[config.mk]
export PLATFORM = sky130hd
export DESIGN_NAME = pc_fetch_sequencer_flat
export DESIGN_NICKNAME = d
export VERILOG_FILES = /design/src/rtl/pc_fetch_sequencer_if.sv /design/src/rtl/pc_fetch_sequencer.sv /design/src/flat_wrapper.sv
export SDC_FILE = /design/constraint.sdc
export NUM_CORES = 1
export LEC_CHECK = 0
export ABC_AREA = 1
export CAP_MARGIN = 20
export CORE_MARGIN = 4
export CORE_UTILIZATION = 50
export DETAILED_ROUTE_END_ITERATION = 7
export PLACE_DENSITY = 0.82
export SYNTH_ARGS = -nofsm -noshare
export SYNTH_HDL_FRONTEND = slang
export SYNTH_SLANG_ARGS = --single-unit
[constraint.sdc]
create_clock -name clk -period 1.9 [get_ports clk]
set_input_delay 0.38 -clock clk [delete_from_list [all_inputs] [get_ports clk]]
set_output_delay 0.38 -clock clk [all_outputs]
set_load 0.01 [all_outputs]
[src/rtl/pc_fetch_sequencer_if.sv]
// Instruction-memory fetch port: a request/acknowledge bus between the
// fetch sequencer (master) and the instruction memory (slave).
interface pc_fetch_sequencer_if #(
    parameter int XLEN = 32
);
    logic            imem_req;
    logic [XLEN-1:0] imem_addr;
    logic            imem_ack;
    logic [XLEN-1:0] imem_rdata;

    modport master (
        output imem_req,
        output imem_addr,
        input  imem_ack,
        input  imem_rdata
    );

    modport slave (
        input  imem_req,
        input  imem_addr,
        output imem_ack,
        output imem_rdata
    );
endinterface

[src/rtl/pc_fetch_sequencer.sv]
// Program-counter owner and instruction-fetch sequencer.
// Issues one fetch at a time over the imem req/ack port, delivers fetched
// words to decode, resolves branches and flushes wrong-path fetches.
module pc_fetch_sequencer #(
    parameter int              XLEN     = 32,
    parameter logic [XLEN-1:0] RESET_PC = '0,
    parameter int              PC_STEP  = 4
) (
    input  logic                  clk,
    input  logic                  rst_n,
    input  logic                  stall,
    input  logic                  branch_valid,
    input  logic                  bne_uc,
    input  logic                  beq_uc,
    input  logic                  jumpctrl_uc,
    input  logic                  zero_alu,
    input  logic [XLEN-1:0]       target_addr,
    pc_fetch_sequencer_if.master  imem,
    output logic [XLEN-1:0]       pc,
    output logic [XLEN-1:0]       instr_out,
    output logic                  instr_valid,
    output logic                  flush,
    output logic                  misalign_err,
    output logic [7:0]            redirect_cnt
);

    localparam logic [XLEN-1:0] STEP = XLEN'(PC_STEP);

    typedef enum logic [1:0] {
        IDLE  = 2'd0,
        FETCH = 2'd1,
        HOLD  = 2'd2,
        DRAIN = 2'd3
    } state_t;

    state_t          state;
    state_t          state_nx;
    logic [XLEN-1:0] pc_nx;
    logic [XLEN-1:0] pc_inc;
    logic [XLEN-1:0] instr_nx;
    logic            valid_nx;
    logic            req_q;
    logic            req_nx;
    logic [XLEN-1:0] saved_tgt;
    logic [XLEN-1:0] saved_tgt_nx;
    logic            taken;
    logic            misaligned;
    logic            redirect;

    // Branch resolution: a taken branch only redirects when its target is word aligned.
    assign taken      = branch_valid & ((bne_uc & ~zero_alu) | (beq_uc & zero_alu) | jumpctrl_uc);
    assign misaligned = |target_addr[1:0];
    assign redirect   = taken & ~misaligned;
    assign pc_inc     = pc + STEP;

    // The fetch address is always the registered pc, so the bus is glitch-free.
    assign imem.imem_req  = req_q;
    assign imem.imem_addr = pc;

    // FSM state register.
    always_ff @(posedge clk or negedge rst_n) begin
        if (!rst_n) begin
            state <= IDLE;
        end else begin
            state <= state_nx;
        end
    end

    // Next-state logic and next values of pc, delivered instruction and saved target.
    always_comb begin
        state_nx     = state;
        pc_nx        = pc;
        instr_nx     = instr_out;
        valid_nx     = instr_valid;
        saved_tgt_nx = saved_tgt;
        case (state)
            IDLE: begin
                valid_nx = 1'b0;
                state_nx = FETCH;
                if (redirect) begin
                    pc_nx = target_addr;
                end
            end
            FETCH: begin
                valid_nx = 1'b0;
                if (imem.imem_ack) begin
                    if (redirect) begin
                        // Wrong-path word arrives together with the branch: drop it.
                        pc_nx = target_addr;
                    end else begin
                        instr_nx = imem.imem_rdata;
                        valid_nx = 1'b1;
                        if (stall) begin
                            state_nx = HOLD;
                        end else begin
                            pc_nx = pc_inc;
                        end
                    end
                end else if (redirect) begin
                    // The request in flight cannot be abandoned; finish it and discard.
                    saved_tgt_nx = target_addr;
                    state_nx     = DRAIN;
                end
            end
            HOLD: begin
                if (redirect) begin
                    valid_nx = 1'b0;
                    pc_nx    = target_addr;
                    state_nx = FETCH;
                end else if (!stall) begin
                    valid_nx = 1'b0;
                    pc_nx    = pc_inc;
                    state_nx = FETCH;
                end
            end
            DRAIN: begin
                valid_nx = 1'b0;
                if (redirect) begin
                    saved_tgt_nx = target_addr;
                end
                if (imem.imem_ack) begin
                    pc_nx    = redirect ? target_addr : saved_tgt;
                    state_nx = FETCH;
                end
            end
            default: begin
                state_nx = IDLE;
            end
        endcase
        req_nx = (state_nx == FETCH) || (state_nx == DRAIN);
    end

    // Datapath registers: pc, delivered instruction, request line and saved redirect target.
    always_ff @(posedge clk or negedge rst_n) begin
        if (!rst_n) begin
            pc          <= RESET_PC;
            instr_out   <= '0;
            instr_valid <= 1'b0;
            req_q       <= 1'b0;
            saved_tgt   <= '0;
        end else begin
            pc          <= pc_nx;
            instr_out   <= instr_nx;
            instr_valid <= valid_nx;
            req_q       <= req_nx;
            saved_tgt   <= saved_tgt_nx;
        end
    end

    // Branch status: flush pulse, sticky misalignment flag and saturating redirect count.
    always_ff @(posedge clk or negedge rst_n) begin
        if (!rst_n) begin
            flush        <= 1'b0;
            misalign_err <= 1'b0;
            redirect_cnt <= 8'd0;
        end else begin
            flush <= redirect;
            if (taken && misaligned) begin
                misalign_err <= 1'b1;
            end
            if (redirect && (redirect_cnt != 8'hFF)) begin
                redirect_cnt <= redirect_cnt + 8'd1;
            end
        end
    end

endmodule

[src/flat_wrapper.sv]
// flat-port wrapper written by rule: the top's interface ports become plain ports
module pc_fetch_sequencer_flat 
#(
    parameter int              XLEN     = 32,
    parameter logic [XLEN-1:0] RESET_PC = '0,
    parameter int              PC_STEP  = 4
)
  (clk, rst_n, stall, branch_valid, bne_uc, beq_uc, jumpctrl_uc, zero_alu, target_addr, pc, instr_out, instr_valid, flush, misalign_err, redirect_cnt, imem_imem_req, imem_imem_addr, imem_imem_ack, imem_imem_rdata);
  pc_fetch_sequencer_if #(.XLEN(XLEN)) imem_i ();
  input  logic clk;
  input  logic rst_n;
  input  logic stall;
  input  logic branch_valid;
  input  logic bne_uc;
  input  logic beq_uc;
  input  logic jumpctrl_uc;
  input  logic zero_alu;
  input  logic [XLEN-1:0] target_addr;
  output logic [XLEN-1:0] pc;
  output logic [XLEN-1:0] instr_out;
  output logic instr_valid;
  output logic flush;
  output logic misalign_err;
  output logic [7:0] redirect_cnt;
  output wire logic [$bits(imem_i.imem_req)-1:0] imem_imem_req;
  output wire logic [$bits(imem_i.imem_addr)-1:0] imem_imem_addr;
  input wire logic [$bits(imem_i.imem_ack)-1:0] imem_imem_ack;
  input wire logic [$bits(imem_i.imem_rdata)-1:0] imem_imem_rdata;
  assign imem_imem_req = imem_i.imem_req;
  assign imem_imem_addr = imem_i.imem_addr;
  assign imem_i.imem_ack = imem_imem_ack;
  assign imem_i.imem_rdata = imem_imem_rdata;
  pc_fetch_sequencer #(.XLEN(XLEN), .RESET_PC(RESET_PC), .PC_STEP(PC_STEP)) u_core (.clk(clk), .rst_n(rst_n), .stall(stall), .branch_valid(branch_valid), .bne_uc(bne_uc), .beq_uc(beq_uc), .jumpctrl_uc(jumpctrl_uc), .zero_alu(zero_alu), .target_addr(target_addr), .imem(imem_i), .pc(pc), .instr_out(instr_out), .instr_valid(instr_valid), .flush(flush), .misalign_err(misalign_err), .redirect_cnt(redirect_cnt));
endmodule
# After elaboration in Yosys (flattened, before gate mapping)

Cells that the tools add are included.

Flip-flop bits (word level): 110

$add $sub $neg: 2
Equality and inequality tests: 11
Multiplexer cells: 22
Bitwise logic cells: 9
Reductions and logical operators: 10

Operators with widths:

| kind                    | count |
|---|---|
| $mux W32                | 7 |
| $pmux W32 S4            | 1 |
| $pmux W32 S2            | 1 |
| $add A32 B3 Y32 const B | 1 |
| $mux W2                 | 7 |
| $add A8 B1 Y8 const B   | 1 |
| $ne A8 B8 Y1 const B    | 1 |
| $pmux W2 S4             | 1 |
| $eq A2 B2 Y1 const B    | 3 |
| $ne A2 B2 Y1 const B    | 3 |
| $reduce_and A3 Y1       | 2 |
| $and A1 B1 Y1           | 4 |
| $eq A2 B1 Y1 const B    | 2 |
| $mux W1                 | 4 |
| $reduce_or A2 Y1        | 2 |
| $ne A3 B2 Y1 const B    | 1 |
| $not A1 Y1              | 3 |
| $pmux W1 S3             | 1 |
| $logic_and A1 B1 Y1     | 2 |
| $logic_not A2 Y1        | 1 |
| $ne A2 B1 Y1 const B    | 1 |
| $or A1 B1 Y1            | 2 |
| $reduce_and A2 Y1       | 1 |
| $reduce_bool A2 Y1      | 1 |
| $logic_or A1 B1 Y1      | 1 |

# Depth between registers and ports, before layout

Depth in word-level cells: 11
Gate-level depth with buffers: 13
Mapped depth without buffers: 12

# Least setup slack after synthesis

Ideal clock, no wire load.

Path type: reg2reg
Start: register u_core.state[0]
End: register u_core.saved_tgt[10]
Setup time: 0.125 ns
Arrival time: 1.662 ns
Data required time: 1.775 ns
Setup slack: 0.113 ns
Stages on the path, launching flop included: 6
Path buffers: 1
Path through: dfrtp_1 -> ha_1 -> o21ai_2 -> nand2_4 -> buf_6 -> mux2_4

Word-level cells in the longest chain between the ends: 3
Elaborated cells between the ends (all ways): 6

Ends and longest elaborated chain:

| item                                                                       | line                      | source |
|---|---|---|
| start, declared                                                            | pc_fetch_sequencer.sv:36  | `state_t state;` |
| start signal, assigned                                                     | pc_fetch_sequencer.sv:65  | `state <= state_nx;` |
| $eq A2 B1 Y1 / $eq A2 B2 Y1 (equally long branches)                        | pc_fetch_sequencer.sv:76  | `case (state)` |
| $ne A2 B2 Y1 (no source line) / $reduce_bool A2 Y1 (equally long branches) | --                        |  |
| $reduce_and A2 Y1 (no source line)                                         | --                        |  |
| end signal, assigned                                                       | pc_fetch_sequencer.sv:146 | `saved_tgt <= saved_tgt_nx;` |
| end, declared                                                              | pc_fetch_sequencer.sv:44  | `logic [XLEN-1:0] saved_tgt;` |

Parallel ways exist; a longest one is shown, timed or not.
A chain may end at the register's enable or synchronous reset.

# Worst setup path in the final report

Start: register u_core.pc[16], in the netlist u_core.imem.imem_addr[16]
End: output port imem_imem_addr[16]

RTL lines:

| item                   | line                      | source |
|---|---|---|
| start, declared        | pc_fetch_sequencer.sv:19  | `output logic [XLEN-1:0] pc,` |
| start signal, assigned | pc_fetch_sequencer.sv:142 | `pc <= pc_nx;` |
| end, declared          | flat_wrapper.sv:26        | `output wire logic [$bits(imem_i.imem_addr)-1:0] imem_imem_addr;` |

No word-level cell between the ends.

==> impl_metrics.py <==
metrics = {
    "outcome": {
        "status": "completed",
    },
    "synthesis": {
        "synth_top_area_share": 0.396,
        "ys_ff_latch": 109,
        "yosysUniqueCellTypes": 36,
        "netlist_instances": 912,
        "ys_async_sr_fraction": 1.00,
        "ys_warn_count": 0,
        "synthFlopType": "dfrtp_1",
        "synth_area_per_cell_um2": 7.55,
        "synth_area_leaders": "dfrtp_1 40%, nand2_1 15%, mux2_4 7.6%",
        "synth-edff-count": 0,
        "synth_top_cell_by_area": "dfrtp_1",
        "syn_area_um2": 6890,
        "yosysSeqAreaShare": 0.396,
        "syn-num-nets": 992,
    },
    "critical_path": {
        "crit_path_start_kind": "register",
        "crit_path_max_fanout": 7,
        "critPathBufInv": 1,
        "cp_slowest_cell": "clkdlybuf4s50_1",
        "cp_top_family": "buffers and inverters",
        "rrSetupSlack_ps": 120,
        "crit_path_max_incr_delay_ps": 610,
        "r2r_start": "u_core.imem.imem_addr[3]",
        "r2r_cells": 11,
        "critPathCaptureType": "output port",
        "crit_required_ps": 1520,
        "r2r_end": "u_core.imem.imem_addr[28]",
        "worstPathArrival_ps": 1480,
        "path_cells": "clkdlybuf4s50_1",
        "critical_path_class": "reg -> out",
    },
    "sta": {
        "slew_headroom": 0.778,
        "holdWs_ps": 11.0,
        "tightestPinTransition_ps": 333,
        "hold_violations": 0,
        "setup_ws_ps": 35.9,
        "clock_skew_ps": 6.98,
        "fin_crit_ps": 1860,
        "period_share": 0.981,
        "finalMaxSlewViolations": 0,
        "setup_viol": 0,
        "rsz0062_at_grt": "true",
        "fmaxAchievable_mhz": 536,
    },
    "cts": {
        "ctsRootBufferMaster": "clkbuf_16",
        "clk_pin_slew_worst_paths_ps": 70,
        "cts_max_path_buffers": 2,
        "cts_buffers": 9,
        "insertion_delay_ps": 350,
        "clock-sinks": 109,
        "cts_tree": "yes",
        "h-tree-depth": 3,
    },
    "floorplan": {
        "die_x_um": 125,
        "start_util": 0.516,
        "placeableCoreArea_um2": 13300,
        "die_h_um": 125,
        "io_pins": 181,
        "num_rows": 42,
        "die-area_um2": 15700,
    },
    "layout": {
        "stdcell_count": 1273,
        "seq_area_um2": 2730,
        "diodes": 0,
        "drive_gt1_frac": 0.133,
        "syn_to_final_growth_pct": 35.4,
        "fillers": 1097,
        "multiInputGateArea_um2": 3290,
        "finish.net_count": 1172,
    },
    "place": {
        "place_ws_ps": -227,
        "finalWeightedCongestion": 0.929,
        "place_inst": 1256,
        "hpwl_mm": 14.8,
        "io_buffers": 180,
    },
    "detailed_routing": {
        "vias": 6701,
        "first_pass_iters": 5,
        "avgViaCountPerCell": 5.26,
        "drc": 0,
        "final_antenna_net_count": 0,
        "dr.first_iter.drc_count": 503,
        "routedWlPerCell_um": 15.3,
        "drt_wl_total_mm": 19.5,
    },
    "hold_path": {
        "hp-class": "in -> async",
    },
    "pwr": {
        "p_leak_nw": 4.68,
        "irDropWorstVdd_mv": 1.12,
        "power.density_nw_per_um2": 1660,
    },
    "grt": {
        "grt_max_degree": 61,
        "overflow": 0,
        "track_usage": 0.241,
        "antenna_found_initial": 0,
        "grt_pass1_wl_mm": 31.3,
        "grt_pass1_vias": 6503,
    },
    "job": {
        "drv_cap": 0,
    },
}
layout by cell type (no fill, tap or decap), types with 3 or more instances in the layout:
| cell | n |
|---|---|
| nand4_1 | 20 |
| ha_1 | 4 |
| mux2_4 | 35 |
| inv_1 | 118 |
| dfrtp_1 | 107 |
| buf_12 | 8 |
| xnor2_1 | 3 |
| nor2_4 | 5 |
| nand2_2 | 4 |
| a22oi_1 | 3 |
| nand3b_1 | 7 |
| o21ai_2 | 3 |
| nor2_2 | 3 |
| a21oi_1 | 41 |
| nor2_1 | 65 |
| clkbuf_16 | 9 |
| o22ai_1 | 3 |
| mux2_2 | 6 |
| nor3_1 | 3 |
| nand2_1 | 278 |
| o21ai_0 | 37 |
| nand3_1 | 70 |
| nand3_4 | 3 |
| clkdlybuf4s50_1 | 179 |
| inv_2 | 6 |
| buf_4 | 48 |
| xor2_1 | 6 |
cell families (layout without fill, tap and decap cells):
group | count (synthesis) | in the layout | synth area share
and+or+nand+nor | 462 | 462 | 0.289
DFF | 109 | 109 | 0.396
xor gates and xnor gates | 9 | 9 | 0.0114
AOI/OAI and AO/OA | 93 | 93 | 0.0717
muxes | 41 | 41 | 0.0861
adders and majority gates | 7 | 7 | 0.0127
buffers and inverters | 191 | 376 | 0.133
power by group:
part | internal, mW | switching, mW
registers | 3.42 | 1.02
clock network | 1.07 | 0.883
logic | 4.68 | 4.43
total | 9.16 | 6.33
registers in the layout, summed over array words and instances, names as in the netlist:
name / cells
u_core.instr_valid: 1
u_core.flush: 1
u_core.saved_tgt: 32
u_core.state: 2
u_core.imem.imem_addr: 32
u_core.instr_out: 32
u_core.misalign_err: 1
u_core.redirect_cnt: 8
metal layers:
metal | track usage | part of all wire | wire, um | vias up
met5 | 0 | 0 | 0 | -
met4 | 0.0791 | 0.022 | 422 | 0
met3 | 0.0785 | 0.10 | 1950 | 42
met2 | 0.405 | 0.48 | 9390 | 338
met1 | 0.294 | 0.40 | 7690 | 3115
li1 | - | - | - | 3206
Yosys cell counts (4+ instances only):
library cell,n
buf_4,36
buf_6,7
inv_1,120
a21oi_1,41
mux2_2,6
nor2_1,67
nand4_1,20
dfrtp_1,109
xor2_1,6
inv_2,5
clkbuf_1,12
nand2_2,4
ha_1,7
o21ai_0,37
nand3b_1,7
nand2_1,278
mux2_4,35
buf_2,10
nand3_1,70
how the worst max path moves through the flow:
stage,startpoint,end,cells past startpoint
6_report,u_core.imem.imem_addr[16],imem_imem_addr[16],1
3_5_place_dp,zero_alu,u_core.imem.imem_addr[26],8
3_3_place_gp,zero_alu,u_core.imem.imem_addr[26],8
2_1_floorplan,u_core.state[0],u_core.saved_tgt[10],5
4_1_cts,u_core.state[0],u_core.imem.imem_addr[12],10
5_1_grt,u_core.state[1],u_core.imem.imem_addr[4],11
through the flow:
stage          utilization  instance area [um2]  total power, mW  TNS, ps
2_1_floorplan            -                 6890             9.67        0
3_3_place_gp         0.672                 8970             13.2   -11230
3_5_place_dp         0.672                 8970             13.4   -15840
4_1_cts              0.695                 9270             15.4        0
5_1_grt              0.699                 9330             16.6    -40.8
6_report             0.699                 9330             15.5        0
cell type report:
cell class	count	share of cell area
Clock buffer	10	0.0256
Clock inverter	6	0.00738
Inverter	125	0.0506
Multi-Input combinational cell	612	0.352
Sequential cell	109	0.293
Tap cell	176	0.0236
Timing Repair Buffer	235	0.248
what timing repair did:
item	CTS	global route
endpoints found under the hold margin	0	0
hold buffers	0	0
setup buffers	0	1
gates resized for setup	0	15
setup endpoints to repair	0	44
Note: power is estimated with default switching activity, not from simulation.
